`config.mk`:
```
export PLATFORM = sky130hd
export DESIGN_NAME = pulp_clock_sel_ctrl
export DESIGN_NICKNAME = d
export VERILOG_FILES = /design/src/rtl/pulp_clock_sel_ctrl.sv
export SDC_FILE = /design/constraint.sdc
export NUM_CORES = 1
export LEC_CHECK = 0
export BUFFER_PORTS_ARGS = -buffer_cell sky130_fd_sc_hd__clkbuf_2
export CAP_MARGIN = 20
export CORE_MARGIN = 4
export CORE_UTILIZATION = 50
export DETAILED_ROUTE_END_ITERATION = 8
export PLACE_DENSITY = 0.69
export SLEW_MARGIN = 10
export SYNTH_ARGS = -nofsm -noshare
export SYNTH_HDL_FRONTEND = slang
export SYNTH_SLANG_ARGS = --single-unit
```
`constraint.sdc`:
```
create_clock -name clk_i -period 2.9 [get_ports clk_i]
set_clock_uncertainty 0.15 [all_clocks]
set_input_delay 0.58 -clock clk_i [delete_from_list [all_inputs] [get_ports clk_i]]
set_output_delay 0.58 -clock clk_i [all_outputs]
set_load 0.01 [all_outputs]
```
`src/rtl/pulp_clock_sel_ctrl.sv`:
```
// Select sequencer for the two-input glitch-free clock mux.
// Accepts a switch request, waits for the target source to report lock
// (through a synchronizer), flips the mux select, then holds a settle
// window before reporting done. Reports err if the target never locks.
module pulp_clock_sel_ctrl #(
  parameter int   SYNC_STAGES    = 2,
  parameter int   SETTLE_CYCLES  = 16,
  parameter int   TIMEOUT_CYCLES = 1024,
  parameter logic RESET_SEL      = 1'b0
) (
  input  logic clk_i,
  input  logic rst_ni,
  input  logic req_valid_i,
  input  logic req_sel_i,
  output logic req_ready_o,
  input  logic lock0_i,
  input  logic lock1_i,
  output logic clk_sel_o,
  output logic busy_o,
  output logic done_o,
  output logic err_o,
  output logic lock_lost_o
);

  localparam int MAX_CNT = (SETTLE_CYCLES > TIMEOUT_CYCLES) ? SETTLE_CYCLES : TIMEOUT_CYCLES;
  localparam int CNT_W   = $clog2(MAX_CNT) + 1;

  localparam logic [CNT_W-1:0] TIMEOUT_LAST = CNT_W'(TIMEOUT_CYCLES - 1);
  localparam logic [CNT_W-1:0] SETTLE_LAST  = CNT_W'(SETTLE_CYCLES - 1);

  typedef enum logic [1:0] {
    IDLE      = 2'd0,
    WAIT_LOCK = 2'd1,
    SWITCH    = 2'd2,
    SETTLE    = 2'd3
  } state_e;

  state_e                  state_q, state_d;
  logic [CNT_W-1:0]        cnt_q, cnt_d;
  logic                    clk_sel_q, clk_sel_d;
  logic                    target_q, target_d;
  logic                    done_q, done_d;
  logic                    err_q, err_d;
  logic [SYNC_STAGES-1:0]  lock0_sync_q, lock0_sync_d;
  logic [SYNC_STAGES-1:0]  lock1_sync_q, lock1_sync_d;

  logic lock0_s;
  logic lock1_s;
  logic target_lock;

  // Shift the asynchronous lock inputs into their synchronizer chains.
  always_comb begin
    lock0_sync_d = {lock0_sync_q[SYNC_STAGES-2:0], lock0_i};
    lock1_sync_d = {lock1_sync_q[SYNC_STAGES-2:0], lock1_i};
  end

  assign lock0_s     = lock0_sync_q[SYNC_STAGES-1];
  assign lock1_s     = lock1_sync_q[SYNC_STAGES-1];
  assign target_lock = target_q ? lock1_s : lock0_s;

  // Next-state, counter, select and pulse logic for the switch sequence.
  always_comb begin
    state_d   = state_q;
    cnt_d     = cnt_q;
    clk_sel_d = clk_sel_q;
    target_d  = target_q;
    done_d    = 1'b0;
    err_d     = 1'b0;

    unique case (state_q)
      IDLE: begin
        if (req_valid_i) begin
          if (req_sel_i == clk_sel_q) begin
            // Already on the requested source: complete immediately.
            done_d = 1'b1;
          end else begin
            target_d = req_sel_i;
            cnt_d    = '0;
            state_d  = WAIT_LOCK;
          end
        end
      end
      WAIT_LOCK: begin
        if (target_lock) begin
          state_d = SWITCH;
        end else if (cnt_q == TIMEOUT_LAST) begin
          err_d   = 1'b1;
          state_d = IDLE;
        end else begin
          cnt_d = cnt_q + CNT_W'(1);
        end
      end
      SWITCH: begin
        // Sole point where the select moves outside reset.
        clk_sel_d = target_q;
        cnt_d     = '0;
        state_d   = SETTLE;
      end
      SETTLE: begin
        if (cnt_q == SETTLE_LAST) begin
          done_d  = 1'b1;
          state_d = IDLE;
        end else begin
          cnt_d = cnt_q + CNT_W'(1);
        end
      end
      default: state_d = IDLE;
    endcase
  end

  // Control and synchronizer registers with asynchronous reset.
  always_ff @(posedge clk_i or negedge rst_ni) begin
    if (!rst_ni) begin
      state_q      <= IDLE;
      cnt_q        <= '0;
      clk_sel_q    <= RESET_SEL;
      done_q       <= 1'b0;
      err_q        <= 1'b0;
      lock0_sync_q <= '0;
      lock1_sync_q <= '0;
    end else begin
      state_q      <= state_d;
      cnt_q        <= cnt_d;
      clk_sel_q    <= clk_sel_d;
      done_q       <= done_d;
      err_q        <= err_d;
      lock0_sync_q <= lock0_sync_d;
      lock1_sync_q <= lock1_sync_d;
    end
  end

  // Target is only consulted outside IDLE, after it has been loaded.
  always_ff @(posedge clk_i) begin
    target_q <= target_d;
  end

  assign req_ready_o = (state_q == IDLE);
  assign busy_o      = (state_q != IDLE);
  assign clk_sel_o   = clk_sel_q;
  assign done_o      = done_q;
  assign err_o       = err_q;
  assign lock_lost_o = ~(clk_sel_q ? lock1_s : lock0_s);

endmodule
```
Word level (Yosys, flattened, before mapping)
Index checks and enable logic that the tools add are counted.

$add $sub $neg: 1. Multiply operators: 0. Divide/modulo/power cells: 0. Order comparisons: 0. Eq/ne operators: 13. Shift operators: 0. Muxes and demuxes: 21. Bitwise logic cells: 2. Reductions and logical operators: 5.

Operators by type and width (count): 2-to-1 mux 11 bit (5); one-hot mux 11 bit (4 select lines) (1); inequality test 2 bit, second input constant (6); adder 11 x 1 -> 11 bit, second input constant (1); == test 11 x 10 -> 1 bit, second input constant (1); == test 11 x 4 -> 1 bit, second input constant (1); 2-to-1 mux 2 bit (5); 2-to-1 mux 1 bit (8); one-hot mux 2 bit (4 select lines) (1); AND reduction 5 bit (1); == test 2 bit, second input constant (2); AND reduction 4 bit (1); inequality test 3 bit, second input constant (1); AND reduction 3 bit (1); == test 2 x 1 -> 1 bit, second input constant (1); zero test 2 bit (1); NOT 1 bit (2); one-hot mux 1 bit (2 select lines) (1); nonzero test 2 bit (1); == test 1 bit (1).

Bits in registers: 21. Bits in latches: 0. Memory bits (writable): 0. Bits in read-only memories: 0. Word-level logic and storage cells: 50. Memories: 0.

Longest topological paths before layout
Depth in word-level cells: 4. Mapped depth: 8.

Least setup slack after synthesis
Ideal clock, no wire load.

Path type: reg-to-reg. From: reg cnt_q[0]. To: reg cnt_q[6]. Arrival: 1.815 ns. Required time: 2.658 ns. Slack: 0.844 ns. Cell stages (with the launch flop): 9. Cell sequence: dfrtp_1 ha_1 and3_1 buf_2 nand4_2 nand3_2 or3_1 buf_6 o31ai_2.

Cells in the longest elaborated chain, start to end: 4. Elaborated cells between the ends (all ways): 10.

Ends and longest elaborated chain: from (decl) (line 39) `logic [CNT_W-1:0] cnt_q, cnt_d;`; from (signal assigned) (line 123) `cnt_q <= cnt_d;`; adder 11 x 1 -> 11 bit (line 90, 104); 2-to-1 mux 11 bit (line 86) `end else if (cnt_q == TIMEOUT_LAST) begin`; 2-to-1 mux 11 bit (line 84) `if (target_lock) begin`; one-hot mux 11 bit (4 select lines) (line 70) `unique case (state_q)`.

Parallel ways exist; a longest one is shown, timed or not. The select of a mux whose other input is x is not followed. A chain may end at the register's enable or synchronous reset.

Worst setup path after layout
Same ends and word-level chain as after synthesis.

==> impl_metrics.json <==
{
  "grt_pass1_wl_um": 3750,
  "grt_max_degree": 21,
  "die-area_um2": 3130,
  "grt_pass1_vias": 809,
  "antenna_cells": 0,
  "antenna_found_initial": 0,
  "drt_iter0_markers": 24,
  "ys_async_sr_fraction": 0.952,
  "cts_setup_buffers": 0,
  "cts_buffer_depth": 2,
  "grt_setup_unrepaired": "false",
  "grt_usage": 0.151,
  "synth.area.top_cells": "dfrtp_1, o31ai_1, ha_1",
  "finalCritPeriodShare": 0.756,
  "endpoint": "cnt_q[6]",
  "hpwl_um": 1660,
  "routedWlPerCell_um": 14.7,
  "ys_seq_elements": 21,
  "maxSlewViolCount": 0,
  "area_growth_pct": 9.24,
  "htree_levels": 1,
  "core_um2": 2210,
  "syn_inst": 117,
  "crit_path_start_kind": "flop",
  "r2r-end": "cnt_q[6]",
  "post_cts_resized": 0,
  "rows": 17,
  "clk-insertion-delay-late_ns": 0.31,
  "critPathMaxFanout": 9,
  "final_net_count": 141,
  "critPathArrivalTime_ns": 2.27,
  "fin_ws_ns": 0.709,
  "rrSetupSlack_ns": 0.71,
  "cts_root_buf": "clkbuf_4",
  "top_level_ports": 12,
  "holdCritPathClass": "in -> async",
  "cts_buffers": 3,
  "r2r_cells": 6,
  "maxCapViolCount": 0,
  "clkTransAtPathRegs_ns": 0.12,
  "routed_wirelength_um": 2300,
  "synth_common_cells": "dfrtp_1, nor2_1, o31ai_1",
  "drive_above_1_share": 0.194,
  "r2r_start": "cnt_q[0]",
  "seq_area_frac_synth": 0.461,
  "final.setup.tns_ns": 0,
  "final_core_util": 0.568,
  "leakage_nw": 0.580,
  "worstSetupEndpointType": "flop",
  "mappedNetlistNets": 128,
  "syn_avg_cell_area_um2": 9.84,
  "total_power_mw": 1.01,
  "drc": 0,
  "cts_tree": "yes",
  "peakVddDrop_mv": 0.514,
  "via_count": 937,
  "synth_top_area_cell": "dfrtp_1",
  "yosysMostFrequentCell": "dfrtp_1",
  "outcome": "complete, no violations",
  "relSlewSlack": 0.627,
  "synth_edf_count": 1,
  "pwr_density_cell_nw_per_um2": 805,
  "postCtsHoldBufs": 0,
  "worstSetupStartpoint": "cnt_q[0]",
  "dp_slack_ns": 0.727,
  "gp_congestion": 0.873,
  "die_width_um": 56.0,
  "synth_area_um2": 1150,
  "clkSinkCount": 21,
  "critPathKind": "reg -> reg",
  "grt_overflow": 0,
  "crit_required_ns": 2.98,
  "first_pass_iters": 6,
  "setup_violations": 0,
  "portBuffers": 11,
  "synthFlopType": "dfrtp_1",
  "post_drt_via_cell_ratio": 5.97,
  "hold_viol": 0,
  "synth_top_area_share": 0.435,
  "fmax_mhz": 456,
  "die_h_um": 56.0,
  "start_util": 0.520,
  "ys.warnings.count": 0,
  "worst_slew_pin_slew_ns": 0.557,
  "finalCriticalPeriod_ns": 2.19,
  "synth_cell_type_count": 38,
  "ant_nets": 0
}
## cell families after synthesis
| family | share of synthesized area |
|---|---|
| adders and majority gates | 0.0543 |
| and+or+nand+nor | 0.199 |
| muxes | 0.0272 |
| xor gates and xnor gates | 0.00761 |
| AOI/OAI and AO/OA | 0.207 |
| DFF | 0.461 |
| buffers and inverters | 0.0446 |
## through the flow
step           hold slack [ns]  cells  area [µm²]
3_3_place_gp             0.190    153        1230
5_1_grt                 0.0699    157        1260
3_5_place_dp             0.193    153        1230
6_report                0.0612    157        1260
2_1_floorplan            0.134    117        1150
4_1_cts                 0.0664    157        1260
## power breakdown
part	leakage [nW]	switching (mW)	internal, mW
registers	0.271	0.0470	0.342
clock network	0.0139	0.0941	0.0527
logic	0.295	0.293	0.183
total	0.580	0.434	0.578
## worst min-delay path by stage
stage                      end  cells past startpoint
2_1_floorplan        async pin                      0
3_3_place_gp   lock1_sync_q[1]                      0
3_5_place_dp   lock1_sync_q[1]                      0
4_1_cts               cnt_q[7]                      1
5_1_grt               cnt_q[7]                      1
6_report              cnt_q[7]                      1
## flip-flops by register name (all words and copies together), names as in the netlist, named ones only
signal and count:
clk_sel_o 1, cnt_q 11, done_o 1, err_o 1, lock0_sync_q 2, lock1_sync_q 2, state_q 1, target_q 1
## cell usage in the layout, fill, tap and decap left out, drive strengths merged
cell type / Yosys / routed
dfrtp: 20 / 20
clkbuf: 2 / 14
o31ai: 11 / 11
nor2: 10 / 10
o21ai: 8 / 8
nand2: 7 / 7
inv: 6 / 6
nand3: 6 / 6
nor3: 5 / 5
ha: 5 / 5
a31oi: 4 / 4
or3: 3 / 3
o22ai: 3 / 3
and3: 2 / 2
a21oi: 2 / 2
mux2i: 2 / 2
nand4b: 2 / 2
nand2b: 2 / 2
buf: 3 / 2
nand4: 2 / 2
xnor2: 1 / 1
nor4: 1 / 1
nor2b: 1 / 1
and2: 1 / 1
o41ai: 1 / 1
o211ai: 1 / 1
a21boi: 1 / 1
a21o: 1 / 1
or2: 1 / 1
a22o: 1 / 1
mux2: 1 / 1
clkinvlp: 0 / 1
edfxtp: 1 / 1
## per-layer routing
layer	track usage	wire (µm)
met5	0	0
met3	0.0487	145
met1	0.204	1080
met4	0.0407	18
met2	0.234	1060
## critical path, stage by stage (launching register included)
cell and delay, ns:
dfrtp_1 0.43, ha_1 0.25, and3_1 0.26, nand4_2 0.13, nand3_2 0.07, or3_1 0.52
o31ai_2 0.28
## layout make-up
class / count / area (µm²)
sequential: 21 / 531
clock buffer: 3 / 22.5
fill: 205 / 955
inverter: 6 / 22.5
tap: 28 / 35.0
multi-input combinational: 85 / 569
clock inverter: 1 / 7.51
timing repair buffer: 13 / 70.1
Note: power is estimated with default switching activity, not from simulation.
